### config.mk
export PLATFORM = sky130hd
export DESIGN_NAME = i2c_cmd_sequencer
export DESIGN_NICKNAME = d
export VERILOG_FILES = /design/src/rtl/i2c_cmd_sequencer.sv
export SDC_FILE = /design/constraint.sdc
export NUM_CORES = 1
export LEC_CHECK = 0
export ABC_CLOCK_PERIOD_IN_PS = 2900
export BUFFER_PORTS_ARGS = -buffer_cell sky130_fd_sc_hd__clkbuf_2
export CAP_MARGIN = 20
export CORE_UTILIZATION = 55
export DETAILED_ROUTE_END_ITERATION = 12
export PLACE_DENSITY_LB_ADDON = 0.12
export REMOVE_ABC_BUFFERS = 1
export SYNTH_ARGS = -nofsm -noshare
export SYNTH_HDL_FRONTEND = slang
export SYNTH_SLANG_ARGS = --single-unit
### constraint.sdc
create_clock -name clk -period 2.9 [get_ports clk]
set_input_delay 0.145 -clock clk [delete_from_list [all_inputs] [get_ports clk]]
set_output_delay 0.145 -clock clk [all_outputs]
set_load 0.02 [all_outputs]
### src/rtl/i2c_cmd_sequencer.sv
// i2c_cmd_sequencer: queues host I2C commands and runs them one at a time through an external byte driver
module i2c_cmd_sequencer #(
   parameter int FIFO_DEPTH = 4,
   parameter int TIMEOUT    = 4096
) (
   input  logic                        clk,
   input  logic                        rst,
   input  logic                        cmd_valid,
   output logic                        cmd_ready,
   input  logic                        cmd_rw,
   input  logic [6:0]                  cmd_addr,
   input  logic [7:0]                  cmd_wdata,
   output logic [$clog2(FIFO_DEPTH):0] fifo_count,
   output logic                        drv_start,
   output logic                        drv_rw,
   output logic [6:0]                  drv_addr,
   output logic [7:0]                  drv_wdata,
   input  logic                        drv_busy,
   input  logic [7:0]                  drv_rdata,
   output logic                        rsp_valid,
   input  logic                        rsp_ready,
   output logic [7:0]                  rsp_rdata,
   output logic                        rsp_err
);
   localparam int AW = $clog2(FIFO_DEPTH);
   localparam int CW = $clog2(TIMEOUT);
   localparam logic [AW:0] FULL = (AW+1)'(FIFO_DEPTH);
   localparam logic [CW-1:0] LAST = CW'(TIMEOUT - 1);
   localparam logic [2:0] IDLE = 3'd0, ISSUE = 3'd1, WAIT_BUSY = 3'd2, WAIT_DONE = 3'd3, RESP = 3'd4;

   logic [2:0]    state;
   logic [15:0]   mem [FIFO_DEPTH];
   logic [AW-1:0] wr_ptr, rd_ptr;
   logic [CW-1:0] cnt;
   logic          push, pop, expired, waiting;

   // pops are gated by the registered count, so an entry is visible one cycle after its push
   assign cmd_ready = fifo_count != FULL;
   assign push      = cmd_valid && cmd_ready;
   assign pop       = state == IDLE && fifo_count != '0;
   assign drv_start = state == ISSUE;
   assign rsp_valid = state == RESP;
   assign waiting   = state == WAIT_BUSY || state == WAIT_DONE;
   assign expired   = cnt == LAST;

   // command storage: {rw, addr, wdata}, no reset needed since pointers define validity
   always_ff @(posedge clk)
      if (push) mem[wr_ptr] <= {cmd_rw, cmd_addr, cmd_wdata};

   // FIFO pointers and occupancy; pointers wrap naturally at the power-of-two depth
   always_ff @(posedge clk)
      if (rst) begin
         wr_ptr     <= '0;
         rd_ptr     <= '0;
         fifo_count <= '0;
      end else begin
         if (push) wr_ptr <= wr_ptr + 1'b1;
         if (pop) rd_ptr <= rd_ptr + 1'b1;
         fifo_count <= fifo_count + (AW+1)'(push) - (AW+1)'(pop);
      end

   // transaction sequencer: issue, wait for busy to rise then fall, report, wait for host
   always_ff @(posedge clk)
      if (rst) begin
         state     <= IDLE;
         cnt       <= '0;
         drv_rw    <= 1'b0;
         drv_addr  <= '0;
         drv_wdata <= '0;
         rsp_rdata <= '0;
         rsp_err   <= 1'b0;
      end else begin
         cnt <= waiting ? cnt + 1'b1 : '0;
         case (state)
            IDLE:
               if (pop) begin
                  {drv_rw, drv_addr, drv_wdata} <= mem[rd_ptr];
                  state <= ISSUE;
               end
            ISSUE: state <= WAIT_BUSY;
            WAIT_BUSY:
               if (drv_busy) begin
                  cnt   <= '0;
                  state <= WAIT_DONE;
               end else if (expired) begin
                  rsp_err   <= 1'b1;
                  rsp_rdata <= '0;
                  state     <= RESP;
               end
            WAIT_DONE:
               if (!drv_busy) begin
                  rsp_err   <= 1'b0;
                  rsp_rdata <= drv_rw ? drv_rdata : '0;
                  state     <= RESP;
               end else if (expired) begin
                  rsp_err   <= 1'b1;
                  rsp_rdata <= '0;
                  state     <= RESP;
               end
            RESP: if (rsp_ready) state <= IDLE;
            default: state <= IDLE;
         endcase
      end
endmodule

# == Word level (Yosys, flattened, before mapping) ==
# Memory sizes are Yosys's and may differ from the RTL's. A register that Yosys moved wholly into a read port is not among the register bits.
# Index checks and enable logic that the tools add are counted.
# classes
n_eq_ne,9
n_addsub,5
mux,20
reduce_logical,9
# op_table
op,n
$mux 12,3
$mux 8,4
$pmux 8 s2,1
$mux 3,5
$pmux 3 s5,1
$add 12x1->12 const B,1
$eq 12x12->1 const B,1
$eq 3x2->1 const B,2
$reduce_and 2->1,3
$mux 1,5
$add 2x1->2 const B,2
$ne 2x2->1 const B,2
$add 3x1->3,1
$eq 3x1->1 const B,1
$eq 3x3->1 const B,1
$logic_not 3->1,1
$ne 3x3->1 const B,1
$reduce_bool 3->1,1
$sub 3x1->3,1
$logic_and 1x1->1,2
$ne 2x1->1 const B,1
$pmux 1 s2,1
$reduce_bool 2->1,1
$logic_or 1x1->1,1
# totals
regBits,31
inputBits,29
output_inout_bits,31
elab_cells,51
ram_bits,64
n_memories,1
# memory_table
memory,depth,word_bits,read_ports,rd_clocked_by_memory_dff,wr,line_no,text
mem,4,16,1,1,1,32,logic [15:0] mem [FIFO_DEPTH];

# == Depth between registers and ports, before layout ==
# Gate-level depths: netlist of the first run.
# depth
ltp_word,5
depth_mapped,14
ltp_nobuf,11

# == Least setup slack after synthesis of the first run ==
# No wires, ideal clock.
# synth_path
kind,register to register
startpoint,register fifo_count[1]
endpoint,register fifo_count[2]
setup_slack_ns,0.286
required_ns,2.772
t_arrival_ns,2.487
setup_time_ns,0.128
stages_incl_launch_ff,14
period_less_slack_ns,2.614
n_path_buf,2
path_cell_list,dfxtp_1 > nor3_1 > nand2b_1 > buf_2 > clkinv_1 > buf_4 > ha_1 > inv_1 > ha_1 > inv_1 > fa_1 > xor2_1 > xnor2_1 > nor2_1
# synth_via
word_cells_on_any_way,6
cone_classes,add/sub: 2; eq/ne: 1; reduce/logical: 3
# synth_rtl
element,line_no,text
from (decl),13,"output logic [$clog2(FIFO_DEPTH):0] fifo_count,"
from (signal assigned),59,fifo_count <= fifo_count + (AW+1)'(push) - (AW+1)'(pop);
$reduce_bool 3->1,40,assign pop = state == IDLE && fifo_count != '0;
$logic_and 1x1->1,40,
net pop,35,"logic push, pop, expired, waiting;"
$sub 3x1->3,59,
# The timed path passes the listed nets, and every way through them passes these cells.
# A chain may end at the register's enable or synchronous reset.

# == Final worst setup path of the first run ==
# layout_path
startpoint,register fifo_count[1]
endpoint,register fifo_count[2]
# layout_via
elab_chain_cells,4
word_cells_on_any_way,6
cone_classes,add/sub: 2; eq/ne: 1; reduce/logical: 3
# layout_lines
element,line_no,text
$ne 3x3->1,38,assign cmd_ready = fifo_count != FULL;
$logic_and 1x1->1,39,assign push = cmd_valid && cmd_ready;
$add 3x1->3,59,
$sub 3x1->3 *,59,
# Mark *: on every way between the ends. The rest lies on a longest branch, timed or not.

==> results of run 1 <==
## flip-flops by register name, indices dropped and copies added, names as in the netlist
name,flops
mem,64
cnt,12
drv_wdata,8
rsp_rdata,8
drv_addr,7
fifo_count,3
state,3
rd_ptr,2
wr_ptr,2
drv_rw,1
rsp_err,1
## cells by family after synthesis
| kind of cell | Yosys count |
|---|---|
| simple gates | 119 |
| mux | 16 |
| flops | 111 |
| buf+inv | 25 |
| xor+xnor | 14 |
| fa+ha+maj | 8 |
| compound gates | 42 |
## through the flow
step | worst slack [ps] | hold slack [ps]
detailed placement | 455 | 368
global route | 219 | 1.76
finish | 442 | 21.1
CTS | 422 | 2.48
global placement | 516 | 361
floorplan | 0.387 | 212
## worst max-delay path, stage by stage (launching register included)
cell	delay, ps
dfxtp_1	380
or3b_1	460
and2_1	220
inv_1	90
ha_1	230
inv_1	60
ha_1	130
inv_1	50
fa_1	370
xor2_1	170
xnor2_1	130
nor2_1	50
## power by group
part	leakage (nW)	internal, mW	switching (mW)	total, mW
combinational	0.802	0.493	0.715	1.21
sequential	0.969	1.91	0.173	2.09
clock	0.0947	0.330	0.516	0.847
total	1.87	2.74	1.40	4.14
## how the worst max path moves through the flow
| stage | from | to | slack [ps] |
|---|---|---|---|
| floorplan | fifo_count[1]$_SDFF_PP0_ | fifo_count[2]$_SDFF_PP0_ | 0.4 |
| global placement | fifo_count[1]$_SDFF_PP0_ | fifo_count[2]$_SDFF_PP0_ | 520 |
| detailed placement | fifo_count[1]$_SDFF_PP0_ | fifo_count[2]$_SDFF_PP0_ | 460 |
| CTS | fifo_count[1]$_SDFF_PP0_ | fifo_count[2]$_SDFF_PP0_ | 420 |
| global route | fifo_count[1]$_SDFF_PP0_ | fifo_count[2]$_SDFF_PP0_ | 220 |
| finish | fifo_count[1]$_SDFF_PP0_ | fifo_count[2]$_SDFF_PP0_ | 440 |
## cell usage in the layout, fill, tap and decap left out, types with 2 or more instances in the layout
master         count
and2_1             2
nor2b_1           10
nand2_1           49
inv_8              2
nand3b_1           2
inv_1              8
dfxtp_1           47
clkbuf_2          59
nand3_1            8
xnor2_1            7
nor3_1             8
clkbuf_8           9
xor2_1             7
a21oi_1           18
buf_4              6
ha_1               7
and3_1             5
nor2_1            18
edfxtp_1          64
mux4_2            16
clkinv_4           2
dlygate4sd3_1     13
nand4_1            4
a22oi_1            8
o21ai_0           10
## metal layers
layer / track usage (%) / wire length, um
met1: 26.2 / 3510
met2: 36.0 / 4060
met3: 5.47 / 307
met4: 5.03 / 60
met5: 0 / 0
## what timing repair did
| action | 4_1_cts | 5_1_grt |
|---|---|---|
| setup endpoints to repair | 0 | 0 |
| setup buffers | 0 | 0 |
| hold buffers | 13 | 0 |
| endpoints found under the hold margin | 50 | 0 |
## cell type report
cell class	count	area, sq um	area share (%)
flip-flops and latches	111	2860	55.9
multi-input cells	199	1440	28.2
repair buffers	78	470	9.19
clock buffers	10	128	2.49
well taps	102	128	2.49
clock inverters	6	53.8	1.05
inverters	9	33.8	0.660
==> flow_summary.yaml, run 1 <==
yosys:
  yosys-mux-area-fraction_pct: 8.16
  seq_area_frac_synth_pct: 64.8
  synthXorXnorAreaFrac_pct: 2.78
  async_flop_share_pct: 0
  synth_seq_cells: 111
  synth_top_area_share_pct: 43.5
  synth_compound_area_share_pct: 5.72
  synth_top_family_by_area: "simple AND/OR/NAND/NOR gates"
  ys.flop_type: "edfxtp_1"
  synth.distinct_cells: 44
  synth_adder_area_share_pct: 2.44
  synth.most_common_cell: "edfxtp_1"
  postSynthAreaPerCell_sq_um: 13.2
  synth.largest_area_cell: "edfxtp_1"
  yosysWarnings: 0
  syn_area_sq_mm: 0.00442
  synth_edf_count: 64
  yosys-top-cells-count: "edfxtp_1 (64), nand2_1 (49), dfxtp_1 (47)"
  syn_inst: 335
  synth-simple-area-share_pct: 13.6
  synth_area_leaders: "edfxtp_1 (44%), dfxtp_1 (21%), mux4_2 (8.2%)"
route:
  vias_per_cell: 5.42
  dr.pass1.iters: 4
  wl_per_cell_um: 15.4
  drtAntennaViolNets: 0
  vias: 2789
  drt_wl_total_um: 7940
  first_iter_violations: 88
  drc: 0
place:
  place_congestion: 0.814
  dpl.hpwl_um: 5000
  io_buffers: 59
  placed_cell_area_sq_mm: 0.00481
  dp.cells: 486
min_path:
  worstHoldEndpoint: "mem[2][4]$_DFFE_PP_"
  hold_depth: 1
  hp-start: "cmd_wdata[4]"
  hold_class: "in -> reg"
clock_network:
  cts_resized: 0
  clk_pin_slew_worst_paths_ps: 100
  cts_buffer_depth: 2
  cts_sinks: 111
  cts_buffers: 9
  cts_tree: "yes"
  root_buffer: "clkbuf_8"
  htreeDepth: 3
  clk_latency_ps: 360
timing:
  report.final.setup_viol: 0
  post-route-min-period_ps: 2460
  fin_tns_setup_ps: 0
  worst_pin_slew_ps: 864
  fin_skew_ps: 9.29
  slew_headroom_pct: 42.3
  drv_slew: 0
  grt_setup_unrepaired: "false"
  max_freq_mhz: 407
  hold_violations: 0
  fin_crit_sh_pct: 84.8
grt:
  grt_pass1_vias: 2687
  grt.total_usage_pct: 20.8
  antenna_found_initial: 0
  grt_first_pass_wirelength_um: 13200
  grt_max_degree: 37
  overflow: 0
critical_path:
  crit_type: "reg -> reg"
  endpoint_kind: "register"
  cp.required_ps: 3130
  cp_max_fo: 6
  worstPathArrival_ps: 2690
  r2r_slack_ps: 440
  cp-start-kind: "register"
  rr_endpoint: "fifo_count[2]$_SDFF_PP0_"
  reg2reg_from: "fifo_count[1]$_SDFF_PP0_"
  reg2reg_depth: 11
status:
  outcome: "finished clean"
layout:
  final_layout_size_suffix_gt1_share_pct: 24.9
  fin_nets: 445
  n_fill_cell: 615
  instances_no_fill: 515
  postLayoutCoreUtil_pct: 65.9
  area_growth_pct: 15.9
  diodes: 0
  stdcell_area_sq_mm: 0.00512
floorplan:
  die_area_sq_mm: 0.00840
  fp.dieW_um: 91.6
  die_h_um: 91.6
  start_util_pct: 56.9
  io_pins: 60
  core_area_sq_mm: 0.00777
  num_rows: 32
power:
  max-vdd-ir-drop_mv: 0.477
  power_mw: 4.14
  leakage_nw: 1.87
  power.density_mw_per_mm2: 809
run:
  cap_violations: 0
(Power assumes the default switching activity.)
==> run 2, diff against run 1 <==
--- a/config.mk
+++ b/config.mk
@@ -5,10 +5,10 @@
 export SDC_FILE = /design/constraint.sdc
 export NUM_CORES = 1
 export LEC_CHECK = 0
-export ABC_CLOCK_PERIOD_IN_PS = 2900
+export ABC_CLOCK_PERIOD_IN_PS = 2160
 export BUFFER_PORTS_ARGS = -buffer_cell sky130_fd_sc_hd__clkbuf_2
 export CAP_MARGIN = 20
-export CORE_UTILIZATION = 55
+export CORE_UTILIZATION = 51
 export DETAILED_ROUTE_END_ITERATION = 12
 export PLACE_DENSITY_LB_ADDON = 0.12
 export REMOVE_ABC_BUFFERS = 1
==> constraint.sdc (replaced) <==
create_clock -name clk -period 2.16 [get_ports clk]
set_input_delay 0.108 -clock clk [delete_from_list [all_inputs] [get_ports clk]]
set_output_delay 0.108 -clock clk [all_outputs]
set_load 0.02 [all_outputs]
==> run 2 against run 1 <==
  * The run now ends with setup timing left
  * Non-clock buffer count is 22 higher
  * Sequential share of layout area is 2.4 points lower
  * Power is 41% higher
  * First-iteration DRC count is 91% higher
  * Via count is 2.4% higher
  * Sequential cell count stayed put
  * Cell count is 4.9% higher
  * Combinational power is 58% higher
  * Die area is 7.7% higher
  * Worst hold slack better by 100 ps
  * Clock power is 39% higher
  * Count of clock-buffer cells in the layout is 1 lower
  * Critical path type unchanged
  * Critical endpoint unchanged
  * Largest cell class unchanged
  * Largest power group unchanged
==> flow_summary.yaml, run 2 (synthesis gave the netlist of run 1 again) <==
status:
  outcome: "finished with violations"
  failed_checks: "setup timing"
critical_path:
  crit_path_max_incr_delay_ps: 370
  cp.required_ps: 2400
  crit_type: "reg -> reg"
  critPathSlowestCell: "fa_2"
  worstPathArrival_ps: 2450
  endpoint_kind: "register"
  r2r_slack_ps: -60
  crit_path_frequent_cell: "ha_4"
  cp_max_fo: 3
  startpoint: "fifo_count[2]$_SDFF_PP0_"
  reg2reg_from: "fifo_count[2]$_SDFF_PP0_"
  path_cells: "nor3_1 > nand2b_1 > clkinv_1 > ha_4 > inv_2 > ha_4 > inv_4 > fa_2 > xor2_1 > xnor2_1 > nor2_1"
  cp-start-kind: "register"
layout:
  reg.largest.list: "mem: 64 flops, cnt: 12 flops"
  area_growth_pct: 21.3
  instances_no_fill: 540
  final_layout_size_suffix_gt1_share_pct: 28.7
  final_cell_mix: "edfxtp_1 (64), clkbuf_2 (59), nand2_1 (49), dfxtp_1 (44), dlygate4sd3_1 (24)"
  largest-register: "mem"
  stdcell_area_sq_mm: 0.00536
  largest_register_ffs: 64
  postLayoutCoreUtil_pct: 64.6
  final_common_cell: "edfxtp_1"
  diodes: 0
  fin_nets: 467
min_path:
  hp-start: "rsp_ready"
  hold_class: "in -> reg"
timing:
  drv_slew: 0
  post-route-min-period_ps: 2220
  slew_headroom_pct: 38.3
  fin_crit_sh_pct: 103
  fin_tns_setup_ps: -55.9
  max_freq_mhz: 451
  grt_setup_unrepaired: "true"
  report.final.setup_viol: 1
  worst_pin_slew_ps: 925
  fin_skew_ps: 15.9
  finalWorstSetupSlack_ps: -55.9
  hold_violations: 0
route:
  wl_per_cell_um: 15.5
  drt_wl_total_um: 8400
  drc: 0
  drtAntennaViolNets: 0
  dr.pass1.iters: 4
  vias: 2855
  first_iter_violations: 168
  vias_per_cell: 5.29
floorplan:
  fp.dieW_um: 95.1
  num_rows: 33
  core_area_sq_mm: 0.00830
  die_h_um: 95.1
  start_util_pct: 53.2
  die_area_sq_mm: 0.00904
  io_pins: 60
place:
  io_buffers: 59
  dp.cells: 499
  placed_cell_area_sq_mm: 0.00489
  dpl_worst_slack_ps: -106
  place_congestion: 0.780
  dpl.hpwl_um: 5360
clock_network:
  htreeDepth: 3
  cts_buffers: 9
  cts_buffer_depth: 2
  cts_tree: "yes"
  clk_latency_ps: 370
  clk_pin_slew_worst_paths_ps: 100
  cts_sinks: 111
  root_buffer: "clkbuf_8"
grt:
  grt_first_pass_wirelength_um: 13000
  grt_max_degree: 37
  grt_pass1_vias: 2772
  grt.total_usage_pct: 20.0
  antenna_found_initial: 0
  overflow: 0
power:
  power.density_mw_per_mm2: 1090
  max-vdd-ir-drop_mv: 0.457
  leakage_nw: 1.97
run:
  cap_violations: 0
run 2: cell count changes in the layout (fill, tap and decap cells not counted), moves of 2 or more:
cell           previous run  this run
buf_4                     6        17
clkinv_4                  2         0
dfxtp_1                  47        44
dfxtp_2                   0         3
dlygate4sd3_1            13        24
ha_1                      7         5
ha_4                      0         2
inv_1                     8         5
inv_4                     0         2
run 2: layout make-up:
class                      count  area (sq um)
inverter                       9          38.8
sequential                   111          2870
multi-input combinational    199          1480
clock inverter                 7          60.1
clock buffer                   9           124
fill                         645          2940
timing repair buffer         100           663
tap                          105           131
run 2: repair_timing:
action	CTS	global route
hold buffers	24	0
resized for setup	6	8
pin swaps	4	5
hold endpoints to repair	72	0
endpoints found under the setup margin	1	1
buffers inserted	0	1
run 2: through the flow:
stage | hold slack [ps] | power (mW)
after global routing | 113 | 6.19
after global placement | 323 | 4.53
final | 125 | 5.83
after CTS | 113 | 5.81
after detailed placement | 332 | 4.58
after floorplan | 175 | 3.89
run 2: critical path, delay by kind of cell, from the launching register on:
kind                       cells  cell delay, ps
DFF                            1             340
buffers and inverters          3             220
xor gates and xnor gates       2             300
adders and majority gates      3             770
and+or+nand+nor                3             460
run 2: report_power, final:
group / switching (mW) / internal [mW]
Combinational: 1.10 / 0.812
Sequential: 0.166 / 2.57
Clock: 0.735 / 0.448
run 2: layer usage:
| layer | global-route usage [%] | vias to the layer above | part of all wire, % |
|---|---|---|---|
| met3 | 4.47 | 14 | 3.2 |
| met2 | 33.6 | 57 | 51 |
| li1 | - | 1407 | - |
| met4 | 9.22 | 0 | 2.0 |
| met5 | 0 | - | 0 |
| met1 | 24.5 | 1377 | 44 |
run 2: worst paths after layout:
| path | cells past startpoint | to |
|---|---|---|
| worst min register to register | 1 | cnt[0]$_SDFF_PP0_ |
| worst min-delay path | 3 | state[2]$_SDFFE_PP0P_ |
| worst max register to register | 11 | fifo_count[2]$_SDFF_PP0_ |
| worst max-delay path | 11 | fifo_count[2]$_SDFF_PP0_ |
